### config.mk
export PLATFORM = sky130hd
export DESIGN_NAME = fp_norm_pipe
export DESIGN_NICKNAME = d
export VERILOG_FILES = /design/src/rtl/fp_pkg.sv /design/src/rtl/fp_lsc.sv /design/src/rtl/fp_norm_pipe.sv
export SDC_FILE = /design/constraint.sdc
export NUM_CORES = 1
export LEC_CHECK = 0
export ABC_CLOCK_PERIOD_IN_PS = 23000
export CAP_MARGIN = 10
export CORE_AREA = 8 8 111 113
export CTS_BUF_LIST = sky130_fd_sc_hd__clkbuf_8
export CTS_CLUSTER_SIZE = 14
export DETAILED_ROUTE_END_ITERATION = 10
export DIE_AREA = 0 0 119 121
export PLACE_DENSITY = 0.71
export RECOVER_POWER = 50
export SLEW_MARGIN = 15
export SYNTH_ARGS = -nofsm -noshare
export SYNTH_HDL_FRONTEND = slang
export SYNTH_HIERARCHICAL = 1
export SYNTH_SLANG_ARGS = --single-unit
### constraint.sdc
create_clock -name clk -period 23 [get_ports clk]
set_input_delay 6.9 -clock clk [delete_from_list [all_inputs] [get_ports clk]]
set_output_delay 6.9 -clock clk [all_outputs]
set_load 0.03 [all_outputs]
### src/rtl/fp_pkg.sv
`default_nettype none
// ============================================================================
// Module   : fp_pkg
// Purpose  : Shared width helpers and saturation constants for the FP library.
// Revision : 1.0 - initial release
// ============================================================================
package fp_pkg;

    // Bits needed to hold a leading-sign count of 0..w-1.
    function automatic int sh_width(input int w);
        return (w > 1) ? $clog2(w) : 1;
    endfunction

    function automatic logic [63:0] sat_max_m(input int w);
        return (64'd1 << (w - 1)) - 64'd1;
    endfunction

    function automatic logic [63:0] sat_min_m(input int w);
        return 64'd1 << (w - 1);
    endfunction

    function automatic logic [63:0] sat_max_e(input int w);
        return (64'd1 << (w - 1)) - 64'd1;
    endfunction

endpackage
`default_nettype wire

### src/rtl/fp_lsc.sv
`default_nettype none
// ============================================================================
// Module   : fp_lsc
// Purpose  : Combinational leading-sign counter (bits below the MSB equal to it).
// Revision : 1.0 - initial release
// ============================================================================
module fp_lsc
    import fp_pkg::*;
#(
    parameter int MW = 16
) (
    input  logic [MW-1:0]           m,
    output logic [sh_width(MW)-1:0] sh
);

    localparam int c_shw = sh_width(MW);

    logic done;

    always_comb begin
        sh   = '0;
        done = 1'b0;
        for (int i = MW - 2; i >= 0; i--) begin
            if (!done && (m[i] == m[MW-1])) begin
                sh = sh + c_shw'(1);
            end else begin
                done = 1'b1;
            end
        end
    end

endmodule
`default_nettype wire

### src/rtl/fp_norm_pipe.sv
`default_nettype none
// ============================================================================
// Module   : fp_norm_pipe
// Purpose  : Two-stage valid/ready normaliser: round/pre-shift, then justify.
// Revision : 1.0 - initial release
// ============================================================================
module fp_norm_pipe
    import fp_pkg::*;
#(
    parameter int MW  = 16,
    parameter int EW  = 8,
    parameter int SAT = 0
) (
    input  logic          clk,
    input  logic          rst,
    input  logic          in_valid,
    output logic          in_ready,
    input  logic [MW:0]   in_m,
    input  logic [EW-1:0] in_e,
    output logic          out_valid,
    input  logic          out_ready,
    output logic [MW-1:0] out_m,
    output logic [EW-1:0] out_e,
    output logic          out_ovf,
    output logic          out_unf,
    input  logic          clr_sticky,
    output logic          ovf_sticky,
    output logic          unf_sticky
);

    localparam int            c_shw   = sh_width(MW);
    localparam logic [MW-1:0] c_max_m = MW'(sat_max_m(MW));
    localparam logic [MW-1:0] c_min_m = MW'(sat_min_m(MW));
    localparam logic [EW-1:0] c_max_e = EW'(sat_max_e(EW));

    logic          s1_valid_q, s1_valid_d;
    logic [MW-1:0] s1_m_q,     s1_m_d;
    logic [EW:0]   s1_e_q,     s1_e_d;
    logic          s1_ovf_q,   s1_ovf_d;

    logic          out_valid_q, out_valid_d;
    logic [MW-1:0] out_m_q,     out_m_d;
    logic [EW-1:0] out_e_q,     out_e_d;
    logic          out_ovf_q,   out_ovf_d;
    logic          out_unf_q,   out_unf_d;

    logic          ovf_sticky_q, ovf_sticky_d;
    logic          unf_sticky_q, unf_sticky_d;

    logic s1_load, s2_load;

    always_comb begin
        s2_load = !out_valid_q || out_ready;
        s1_load = !s1_valid_q || s2_load;
    end

    assign in_ready = s1_load;

    // ---------------- stage 1: round away the guard bit if needed ----------
    logic [MW-1:0] rnd_sum;
    logic [EW:0]   e_ext;

    always_comb begin
        e_ext      = {in_e[EW-1], in_e};
        rnd_sum    = in_m[MW:1] + MW'(in_m[0]);
        s1_valid_d = s1_valid_q;
        s1_m_d     = s1_m_q;
        s1_e_d     = s1_e_q;
        s1_ovf_d   = s1_ovf_q;
        if (s1_load) begin
            s1_valid_d = in_valid;
            if (in_valid) begin
                if (in_m[MW] ^ in_m[MW-1]) begin
                    // Rounding that would wrap the sign keeps the truncated value.
                    s1_m_d   = (rnd_sum[MW-1] != in_m[MW]) ? in_m[MW:1] : rnd_sum;
                    s1_e_d   = e_ext + (EW+1)'(1);
                    s1_ovf_d = s1_e_d[EW] ^ s1_e_d[EW-1];
                end else begin
                    s1_m_d   = in_m[MW-1:0];
                    s1_e_d   = e_ext;
                    s1_ovf_d = 1'b0;
                end
            end
        end
    end

    // ---------------- stage 2: justify and saturate ------------------------
    logic [c_shw-1:0] sh;
    logic [EW:0]      e2;
    logic [MW-1:0]    res_m;
    logic [EW-1:0]    res_e;
    logic             res_ovf, res_unf;

    fp_lsc #(.MW(MW)) u_lsc (
        .m  (s1_m_q),
        .sh (sh)
    );

    always_comb begin
        e2      = s1_e_q - (EW+1)'(sh);
        res_m   = s1_m_q << sh;
        res_e   = e2[EW-1:0];
        res_ovf = s1_ovf_q;
        res_unf = (e2[EW] ^ e2[EW-1]) & ~s1_ovf_q;
        if (s1_m_q == '0) begin
            res_m   = '0;
            res_e   = '0;
            res_ovf = 1'b0;
            res_unf = 1'b0;
        end else if (SAT != 0) begin
            if (s1_ovf_q) begin
                res_m = s1_m_q[MW-1] ? c_min_m : c_max_m;
                res_e = c_max_e;
            end else if (res_unf) begin
                res_m = '0;
                res_e = '0;
            end
        end
    end

    always_comb begin
        out_valid_d = out_valid_q;
        out_m_d     = out_m_q;
        out_e_d     = out_e_q;
        out_ovf_d   = out_ovf_q;
        out_unf_d   = out_unf_q;
        if (s2_load) begin
            out_valid_d = s1_valid_q;
            if (s1_valid_q) begin
                out_m_d   = res_m;
                out_e_d   = res_e;
                out_ovf_d = res_ovf;
                out_unf_d = res_unf;
            end
        end
    end

    // A flag reported on this handshake beats a simultaneous clear.
    always_comb begin
        ovf_sticky_d = (out_valid_q & out_ready & out_ovf_q) | (ovf_sticky_q & ~clr_sticky);
        unf_sticky_d = (out_valid_q & out_ready & out_unf_q) | (unf_sticky_q & ~clr_sticky);
    end

    always_ff @(posedge clk or posedge rst) begin
        if (rst) begin
            s1_valid_q   <= 1'b0;
            s1_m_q       <= '0;
            s1_e_q       <= '0;
            s1_ovf_q     <= 1'b0;
            out_valid_q  <= 1'b0;
            out_m_q      <= '0;
            out_e_q      <= '0;
            out_ovf_q    <= 1'b0;
            out_unf_q    <= 1'b0;
            ovf_sticky_q <= 1'b0;
            unf_sticky_q <= 1'b0;
        end else begin
            s1_valid_q   <= s1_valid_d;
            s1_m_q       <= s1_m_d;
            s1_e_q       <= s1_e_d;
            s1_ovf_q     <= s1_ovf_d;
            out_valid_q  <= out_valid_d;
            out_m_q      <= out_m_d;
            out_e_q      <= out_e_d;
            out_ovf_q    <= out_ovf_d;
            out_unf_q    <= out_unf_d;
            ovf_sticky_q <= ovf_sticky_d;
            unf_sticky_q <= unf_sticky_d;
        end
    end

    assign out_valid  = out_valid_q;
    assign out_m      = out_m_q;
    assign out_e      = out_e_q;
    assign out_ovf    = out_ovf_q;
    assign out_unf    = out_unf_q;
    assign ovf_sticky = ovf_sticky_q;
    assign unf_sticky = unf_sticky_q;

endmodule
`default_nettype wire

**Word level (Yosys, flattened, before mapping)**

Index checks and enable logic that the tools add are counted.

- Word-level logic and storage cells: 129
- Flip-flop bits (word level): 56
- Input port bits: 30
- Output and inout bits: 30

- Shifts and indexed selects: 1
- Eq/ne operators: 16
- Add/sub/neg operators: 17
- Bitwise gates (word level): 13
- Multiplexer cells: 37
- Reduce and logical (&&, ||, !) cells: 34

Operators by type and width:

| operator | number |
|---|---|
| 4-bit by 1-bit adder with 4-bit output, second input constant | 14 |
| 4-bit two-way mux | 14 |
| 16-bit two-way mux | 3 |
| 1-bit two-way mux | 18 |
| 16-bit by 1-bit adder with 16-bit output | 1 |
| 16-bit logical NOT | 1 |
| 16-bit by 4-bit << shifter with 16-bit output | 1 |
| 1-bit == test | 15 |
| 1-bit logical NOT | 15 |
| 1-bit logical AND | 14 |
| 8-bit by 2-bit adder with 9-bit output, second input constant | 1 |
| 9-bit two-way mux | 1 |
| 9-bit by 4-bit subtractor with 9-bit output | 1 |
| 8-bit two-way mux | 1 |
| 1-bit bitwise AND | 6 |
| 2-bit AND reduction | 2 |
| 1-bit bitwise XOR | 3 |
| 1-bit logical OR | 2 |
| 1-bit inverter | 2 |
| 1-bit OR | 2 |
| 1-bit inequality test | 1 |

**Longest topological paths before layout**

Gate-level depths: netlist of run 1.

- Depth in word-level cells: 46
- Gate-level depth with buffers: 47
- Depth with buffers taken out: 42

**By module**

Netlist of run 1, hierarchy kept.

Modules (own cells, without submodules):

| module | sequential area each (µm²) | instances | area an instance (µm²) | cells an instance |
|---|---|---|---|---|
| fp_norm_pipe | 1401.3 | 1 | 3564.7 | 392 |
| fp_lsc | 0.0 | 1 | 1579.0 | 256 |

**Worst setup path before layout of run 1**

Ideal clock, no wire load.

- Path kind: input to output
- Start: input out_ready
- End: output in_ready
- Stages: 1
- Slack: 8.838 ns
- Arrival time: 7.262 ns
- Path through: nand3b_1

- Cells in the longest elaborated chain, start to end: 2

RTL lines:

| item | line | source |
|---|---|---|
| start: declaration | fp_norm_pipe.sv:21 | `input logic out_ready,` |
| 1-bit logical OR | fp_norm_pipe.sv:53 | `s2_load = !out_valid_q \|\| out_ready;` |
| 1-bit logical OR | fp_norm_pipe.sv:54 | `s1_load = !s1_valid_q \|\| s2_load;` |
| end: declaration | fp_norm_pipe.sv:17 | `output logic in_ready,` |

No other way between the ends.

**Final worst setup path of run 1**

Same ends and word-level chain as after synthesis.

==> impl_results.md, run 1 <==
- HP Class: flop to flop
- Setup CP Type: input port to primary output
- Die X: 119 microns
- Critical path's top delay family: buffers and inverters
- Largest fanout on the critical path: 4
- Reg2Reg Depth: just over 40
- Clock skew: around 8.6 ps
- Num CTS Buffers: 5
- Top_reg_cell synth: dfrtp_1
- Cts repair resizes: 0
- Synth area leaders: dfrtp_1, nand2_1, o21ai_0, ha_1, mux2i_1
- Synth Instances: between 600 and 700
- Failing checks: capacitance limit, slew limit
- Via density: roughly 6.1
- CP peak stage delay: slightly above 700 ps
- # IOs: 60
- P_leak: between 0.002 and 0.0025 uW
- Most frequent cells in the layout: nand2_1, o21ai_0, dfrtp_1, clkdlybuf4s50_1, nor2_1
- Grt ovf: 0
- Commonest non-fill, non-tap cell in the layout: nand2_1
- Clock root buffer: clkbuf_8
- Area added between synthesis and finish: 14.2%
- End of the worst hold path: out_m[4]
- Slew margin rel.: -93.5%
- TritonRoute pass-1 iters: 5
- Wire per inst: between 15 and 20 microns
- Starting density of the core: a little under 50%
- Hold_sp: out_m[4]
- Routability cong.: ~0.9
- Rows: 38
- Clk buf depth: 2
- DP HPWL: roughly 9900 microns
- Share of cells above drive strength 1: around 5.6%
- Routed Antenna Nets: 0
- Largest net degree at the start of global routing: 60
- Reg2Reg Capture Point: out_unf
- Final Non-Filler Cells: just over 800
- CTS tree: yes
- Cell with the largest stage delay on the worst path: clkdlybuf4s50_1
- CTS hold repair buffers: 0
- Outcome: complete, but fails checks
- Max Fclk: 65.2 MHz
- Buffers on Ports: between 50 and 60
- Hold WS: 481 ps
- Post-Syn Nets: 700
- DRC violations left: 0
- Die area: 14400 sq um
- Worst VDD drop: roughly 0.000055 V
- TritonCTS Sinks: 56
- EDFF count, synth: 0
- Worst-path clk slew: about 90 ps
- Final net count: around 730
- Clock Latency Late Sink: approximately 310 ps
- Seq/Total Area, Yosys: 27.2%
- Worst slew pin tran: roughly 2900 ps
- Critical Path Start Type: input port
- Period utilization: 66.6%
- Initial antenna violation count: 0
- Crit path DAT: between 8000 and 9000 ps
- Htree depth: 2
- Endpoints failing setup: 0
- Share of the synthesized area in the top cell type: ~27%
- R2R Setup Slk: between 10000 and 15000 ps
- Synthesis-stage register bit count: 56
- Synth Area per Inst: 7.94 sq um
- Final period demand of the worst path: 15330 ps
- Worst r2r src: s1_m_q[14]
- Post-CTS setup buffer count: 0
- Placed instance count: between 800 and 900
- Drt initial violations: about 310
- Crit. End Element: primary output
- Mapped Area: ~5000 sq um
- Power per cell area: slightly below 90 nW/um^2
- Hold Vio Cnt, Final: 0
- Vias in the first global route: between 4000 and 5000
- Distinct cells, synth: 76
- Final Util: a little under three fifths
- Hold-critical path depth: 2
- Fraction of registers with async set/reset: 100%
- Worst path bufs/invs: 2
- GRT Total Usage: 18.0%
- Sum Neg Setup Slack: 0 ps
- Final slew viol count: 57
- First-pass GRT wire length: about 22000 microns
- Number of max-cap violations: 1
- DRT Wirelength: around 13000 microns
- CP cell instances: dlygate4sd3_1, nand3b_1, clkdlybuf4s50_1
- RSZ-0062 raised after global routing: no
- Largest area contributor in the netlist: dfrtp_1
- Via count: ~5000
- Chip height: about 120 microns
- WP data required: ~16000 ps
- Core area: about 11000 sq um
- Synth Warn #: 6
- Antenna cells: 0
-- cell usage after synthesis (6+ instances only) --
cell type / n
ha_1: 21
dfrtp_1: 56
buf_2: 10
clkbuf_1: 25
nor2_1: 39
mux2i_1: 22
nand3_1: 31
o31ai_1: 14
inv_1: 22
a21o_1: 6
nand2_1: 93
a211oi_1: 7
o21ai_0: 58
xor2_1: 9
or3_1: 9
nor4_1: 8
a22o_1: 6
nor2b_1: 10
nor3_1: 16
and3_1: 7
a21oi_1: 35
nand2b_1: 9
xnor2_1: 19
-- worst reg2reg max path: cells and delay by family (launching register included) --
kind                     cells  cell delay (ps)
AO/OA/AOI/OAI               19             3560
adder cells (fa/ha/maj)      7             2350
AND/OR/NAND/NOR             13             1890
XOR/XNOR                     1              850
flip-flops                   1              520
buffers and inverters        1              310
-- registers in the layout, indices dropped and copies added, names as in the netlist, 8 cells and up --
register,cells
s1_e_q,9
out_m,16
out_e,8
s1_m_q,16
-- through the flow --
step                total power [uW]  instance area [sq um]  setup WS [ps]
floorplan                        356                   5140           8840
global placement                 437                   5770           7760
detailed placement               448                   5770           7740
CTS                              512                   5880           7730
global route                     546                   5880           7610
finish                           509                   5880           7670
-- cell type report --
class	count	area [sq um]
repair buffers	65	628
fillers	1002	4730
multi-input cells	528	3470
flip-flops and latches	56	1400
clock inverters	3	42.5
inverters	25	93.8
clock buffers	5	68.8
well taps	140	175
-- worst max path at each step --
stage               from        to  slack [ps]  cells after the start
4_1_cts        out_ready  in_ready        7730                      3
3_3_place_gp   out_ready  in_ready        7760                      3
3_5_place_dp   out_ready  in_ready        7740                      3
2_1_floorplan  out_ready  in_ready        8840                      1
6_report       out_ready  in_ready        7670                      3
5_1_grt        out_ready  in_ready        7610                      3
-- report_power, final --
group	internal [uW]	total [uW]	switching [uW]
registers	124	159	34.4
clock network	32.3	63.9	31.7
logic	120	287	166
-- cells by family (layout without fill, tap and decap cells) --
logic type               after synthesis  count (layout)  share of synthesized area, %
AO/OA/AOI/OAI                        185             185                          23.5
XOR/XNOR                              29              29                          5.23
adder cells (fa/ha/maj)               22              22                          5.50
buffers and inverters                 64              98                          5.45
flip-flops                            56              56                          27.2
multiplexers                          32              32                          7.57
AND/OR/NAND/NOR                      260             260                          25.5
-- metal layers --
layer / part of all wire, % / vias to the layer above / GRT usage (%)
li1: - / 2453 / -
met1: 46 / 2386 / 23.9
met2: 47 / 169 / 30.2
met3: 5.7 / 10 / 2.79
met4: 0.90 / 0 / 3.87
met5: 0 / - / 0
Power figures use the tool's default switching activity.
==> run 2: changes to the inputs <==
ABC_CLOCK_PERIOD_IN_PS = 14000   (was 23000)
PLACE_DENSITY = 0.74   (was 0.71)
clock period = 14 ns   (was 23 ns; I/O delays follow)
==> impl_results.md, run 2 (synthesis gave the netlist of run 1 again) <==
- Outcome: complete, but fails checks
- Failing checks: capacitance limit, slew limit
- Drt initial violations: 345 (+9.9%)
- Die area: 14400 sq um (unchanged)
- Share of cells above drive strength 1: 5.86% (+0.28 points)
- Routability cong.: 0.896 (-0.58%)
- Slew margin rel.: -95.2% (-1.7 points)
- Largest net degree at the start of global routing: 60 (unchanged)
- Worst-path clk slew: 90 ps (about the same)
- HP Class: flop to flop
- CP startpoint: out_ready
- Commonest non-fill, non-tap cell in the layout: nand2_1
- CTS tree: yes
- Number of max-cap violations: 2 (+1)
- Final slew viol count: 102 (+79%)
- Via density: 6.02 (-1.4%)
- Htree depth: 2 (unchanged)
- Vias in the first global route: 4581 (-1.1%)
- DRC violations left: 0 (unchanged)
- Max Fclk: ~100 MHz
- CTS hold repair buffers: 0 (unchanged)
- Clock skew: 13.3 ps (+4.69 ps)
- Power per cell area: 142 nW/um^2 (+64%)
- Crit path DAT: 5720 ps (-2710 ps)
- Core area: 10600 sq um (unchanged)
- Worst VDD drop: 0.0000904 V (+63%)
- Clk buf depth: 2 (unchanged)
- Starting density of the core: 48.5% (unchanged)
- Critical Path Start Type: input port
- Initial antenna violation count: 0 (unchanged)
- Buffers on Ports: 59 (unchanged)
- RSZ-0062 raised after global routing: no
- Chip height: 121 microns (unchanged)
- TritonCTS Sinks: 56 (unchanged)
- Setup CP Type: input port to primary output
- WP data required: 9800 ps (-6300 ps)
- Cts repair resizes: 0 (unchanged)
- Routed Antenna Nets: 0 (unchanged)
- Reg area: 1400 sq um (unchanged)
- Hold Vio Cnt, Final: 0 (unchanged)
- Most frequent cells in the layout: nand2_1, o21ai_0, dfrtp_1, clkdlybuf4s50_1, nor2_1
- Area occupied by multi-input gates: 3470 sq um (unchanged)
- Largest fanout on the critical path: 4 (unchanged)
- Crit. End Element: primary output
- Post-CTS setup buffer count: 0 (unchanged)
- Wire per inst: 16.0 microns (-2.1%)
- Endpoints failing setup: 0 (unchanged)
- Hold WS: 483 ps (+1.24 ps)
- Final period demand of the worst path: 9920 ps
- Final net count: 734 (+0.14%)
- Rows: 38 (unchanged)
- Hold_sp: out_m[4]
- First-pass GRT wire length: 21800 microns (-2.2%)
- TritonRoute pass-1 iters: 5 (unchanged)
- DP HPWL: 9860 microns (about the same)
- Fillers: 969 (-3.3%)
- Antenna cells: 0 (unchanged)
- Grt ovf: 0 (unchanged)
- Num CTS Buffers: 5 (unchanged)
- Worst r2r src: s1_m_q[15]
- P_leak: 0.00246 uW (+0.62%)
- Worst slew pin tran: 2930 ps (+26.2 ps)
- Via count: 4952 (-1.3%)
- Sum Neg Setup Slack: 0 ps (unchanged)
- Clock root buffer: clkbuf_8
- GRT Total Usage: 17.5% (-0.51 points)
- Placed instance count: 815 (+0.12%)
- Final Non-Filler Cells: 823 (+0.12%)
- Die X: 119 microns (unchanged)
- DRT Wirelength: 13100 microns (-2.0%)
- Period utilization: 70.9%
- # IOs: 60 (unchanged)
- Area added between synthesis and finish: 14.5%
- Clock Latency Late Sink: 310 ps (about the same)
run 2: power by group:
part,total [uW],switching [uW],internal [uW]
logic,471,274,197
clock network,108,53.8,54.0
registers,259,55.2,204
total,838,383,455
run 2: final cells by class:
| cell class | instances | area share (%) |
|---|---|---|
| multi-input cells | 528 | 58.9 |
| flip-flops and latches | 56 | 23.8 |
| repair buffers | 66 | 10.8 |
| well taps | 140 | 2.97 |
| inverters | 25 | 1.59 |
| clock buffers | 5 | 1.17 |
| clock inverters | 3 | 0.807 |
run 2: path summary, 6_finish.rpt:
| kind | slack [ps] | to | cells after the start |
|---|---|---|---|
| min in group asynchronous | 5420 | s1_valid_q | 3 |
| max in group asynchronous | 6920 | s1_e_q[1] | 3 |
| min reg2reg | 480 | out_m[4] | 2 |
| max reg2reg | 4950 | out_unf | 41 |
| max | 4080 | in_ready | 3 |
| min | 480 | out_m[4] | 2 |
run 2: layer usage:
metal | global-route usage [%] | vias up | wire length [microns]
li1 | - | 2449 | -
met1 | 23.2 | 2336 | 6180
met2 | 29.8 | 154 | 6170
met3 | 2.37 | 13 | 678
met4 | 3.32 | 0 | 115
met5 | 0 | - | 0
run 2: worst max-delay path: stages:
cell             delay [ps]
dlygate4sd3_1           580
nand3b_1                220
clkdlybuf4s50_1         720
run 2: metrics by stage:
stage	worst slack, ps	total power [uW]	cell area [sq um]	utilization [%]
floorplan	5240	585	5140	-
global placement	4160	718	5780	54.5
detailed placement	4170	736	5780	54.5
CTS	4160	845	5900	55.6
global route	4010	898	5890	55.5
finish	4080	838	5890	55.5
==> run 3: changes to the inputs <==
ABC_CLOCK_PERIOD_IN_PS = 8130   (was 14000)
clock period = 8.13 ns   (was 14 ns; I/O delays follow)
==> impl_results.md, run 3 (synthesis gave the netlist of run 1 again) <==
- Commonest non-fill, non-tap cell in the layout: nand2_1
- Rows: 38 (unchanged)
- Most used cell, CP: ha_1
- Die X: 119 microns (unchanged)
- Routed Antenna Nets: 0 (unchanged)
- Drt initial violations: 366 (+6.1%)
- Critical path's top delay family: compound AO/OA/AOI/OAI gates
- Wire per inst: 16.4 microns (+2.4%)
- First-pass GRT wire length: 22300 microns (+2.2%)
- Final Cell Area: 6100 sq um (+3.6%)
- Grt ovf: 0 (unchanged)
- Endpoints failing setup: 0 (unchanged)
- Initial antenna violation count: 0 (unchanged)
- Placed inst area: 5810 sq um (+0.54%)
- Core area: 10600 sq um (unchanged)
- GRT Total Usage: 17.9% (+0.41 points)
- DRT Wirelength: 13700 microns (+3.9%)
- Share of cells above drive strength 1: 10.9% (+5.1 points)
- Clk buf depth: 2 (unchanged)
- DRC violations left: 0 (unchanged)
- Worst-path clk slew: 110 ps (+20 ps)
- Placed instance count: 819 (+0.49%)
- Worst path bufs/invs: 1 (-1)
- CTS tree: yes
- HP Class: flop to flop
- Most frequent cells in the layout: nand2_1, o21ai_0, dfrtp_1, clkdlybuf4s50_1, nor2_1
- Max Fclk: roughly 130 MHz
- Worst VDD drop: 0.000139 V (+54%)
- Hold Vio Cnt, Final: 0 (unchanged)
- # IOs: 60 (unchanged)
- Routability cong.: 0.906 (+1.1%)
- Via count: 5033 (+1.6%)
- Number of max-cap violations: 1 (-1)
- Final net count: 746 (+1.6%)
- CP peak stage delay: 460 ps (-260 ps)
- Buffers on Ports: 59 (unchanged)
- Worst slack, placed: -93.7 ps (-4270 ps)
- Final period demand of the worst path: 7700 ps
- P_leak: 0.00253 uW (+2.9%)
- TritonCTS Sinks: 56 (unchanged)
- Power per cell area: 244 nW/um^2 (+71%)
- Crit path DAT: 7910 ps (+2190 ps)
- Setup CP Type: flop to flop
- Area added between synthesis and finish: 18.6%
- Number of stages on the worst setup path: 36 (+33)
- Antenna cells: 0 (unchanged)
- Final Non-Filler Cells: 835 (+1.5%)
- DP HPWL: 10100 microns (+2.2%)
- Htree depth: 2 (unchanged)
- Final slew viol count: 57 (-44%)
- Clock root buffer: clkbuf_8
- Starting density of the core: 48.5% (unchanged)
- Clock skew: 7.87 ps (-5.40 ps)
- Num CTS Buffers: 5 (unchanged)
- WP data required: 8340 ps (-1460 ps)
- Largest net degree at the start of global routing: 57 (-5.0%)
- Slew margin rel.: -90.6% (+4.7 points)
- Critical Path Start Type: flop
- Hold-critical path depth: 2 (unchanged)
- Hold WS: 486 ps (+3.46 ps)
- Reg2Reg Depth: 36 (-12%)
- Chip height: 121 microns (unchanged)
- Die area: 14400 sq um (unchanged)
- Outcome: complete, but fails checks
- Cell with the largest stage delay on the worst path: dfrtp_2
- Period utilization: 94.7%
- Largest fanout on the critical path: 9 (+5)
- Clock Latency Late Sink: 320 ps (about the same)
- Vias in the first global route: 4581 (unchanged)
- Via density: 6.03 (+0.18%)
- Worst slew pin tran: 2860 ps (-70.0 ps)
- Setup ws final: 435 ps (-3650 ps)
- Failing checks: capacitance limit, slew limit
- TritonRoute pass-1 iters: 5 (unchanged)
- Crit. End Element: flop
-- run 3: cell types whose count changed in the layout (fill, tap and decap cells not counted), moves of 4 or more --
cell	change
a21oi_1	-4
ha_1	-4
dfrtp_2	+4
dfrtp_1	-4
buf_4	+13
o21ai_0	-4
-- run 3: cell type report --
| type | count | area, sq um |
|---|---|---|
| Multi-Input combinational cell | 528 | 3580 |
| Clock inverter | 3 | 26.3 |
| Inverter | 25 | 108 |
| Fill cell | 947 | 4500 |
| Sequential cell | 56 | 1410 |
| Timing Repair Buffer | 78 | 729 |
| Tap cell | 140 | 175 |
| Clock buffer | 5 | 68.8 |
-- run 3: through the flow --
step / setup TNS (ps) / utilization (%) / total power, uW
after global placement: 0 / 54.8 / 1250
after global routing: -24.6 / 57.5 / 1580
after detailed placement: -93.7 / 54.8 / 1270
after CTS: 0 / 55.8 / 1440
after floorplan: 0 / - / 1010
final: 0 / 57.5 / 1490
-- run 3: worst paths after layout --
check / endpoint / slack, ps / from
worst max-delay path: out_unf / 430 / s1_m_q[14]
worst min-delay path: out_m[7] / 490 / out_m[7]
worst max register to register: out_unf / 430 / s1_m_q[14]
worst min register to register: out_m[7] / 490 / out_m[7]
max in group asynchronous: s1_m_q[13] / 2670 / rst
min in group asynchronous: ovf_sticky / 3630 / rst
-- run 3: report_power, final --
part | switching [uW] | total [uW] | internal, uW
registers | 90.2 | 442 | 352
clock network | 100 | 163 | 63.0
logic | 505 | 880 | 375
total | 695 | 1490 | 790
-- run 3: routing by layer --
| layer | GRT usage (%) | vias to the layer above | part of all wire (%) |
|---|---|---|---|
| met4 | 4.35 | 0 | 0.97 |
| met3 | 2.51 | 16 | 4.9 |
| met1 | 24.1 | 2380 | 46 |
| met5 | 0 | - | 0 |
| li1 | - | 2479 | - |
| met2 | 29.6 | 158 | 48 |
-- run 3: repair_timing --
item	CTS	global route
endpoints found under the setup margin	1	13
pin swaps	0	10
hold buffers	0	0
setup buffers	0	8
resized for setup	2	32
-- run 3: tightest hold or removal path, cell delays in order (launching register included) --
cell     delay, ps
dfrtp_1        360
nand2_1         40
o21ai_0         60
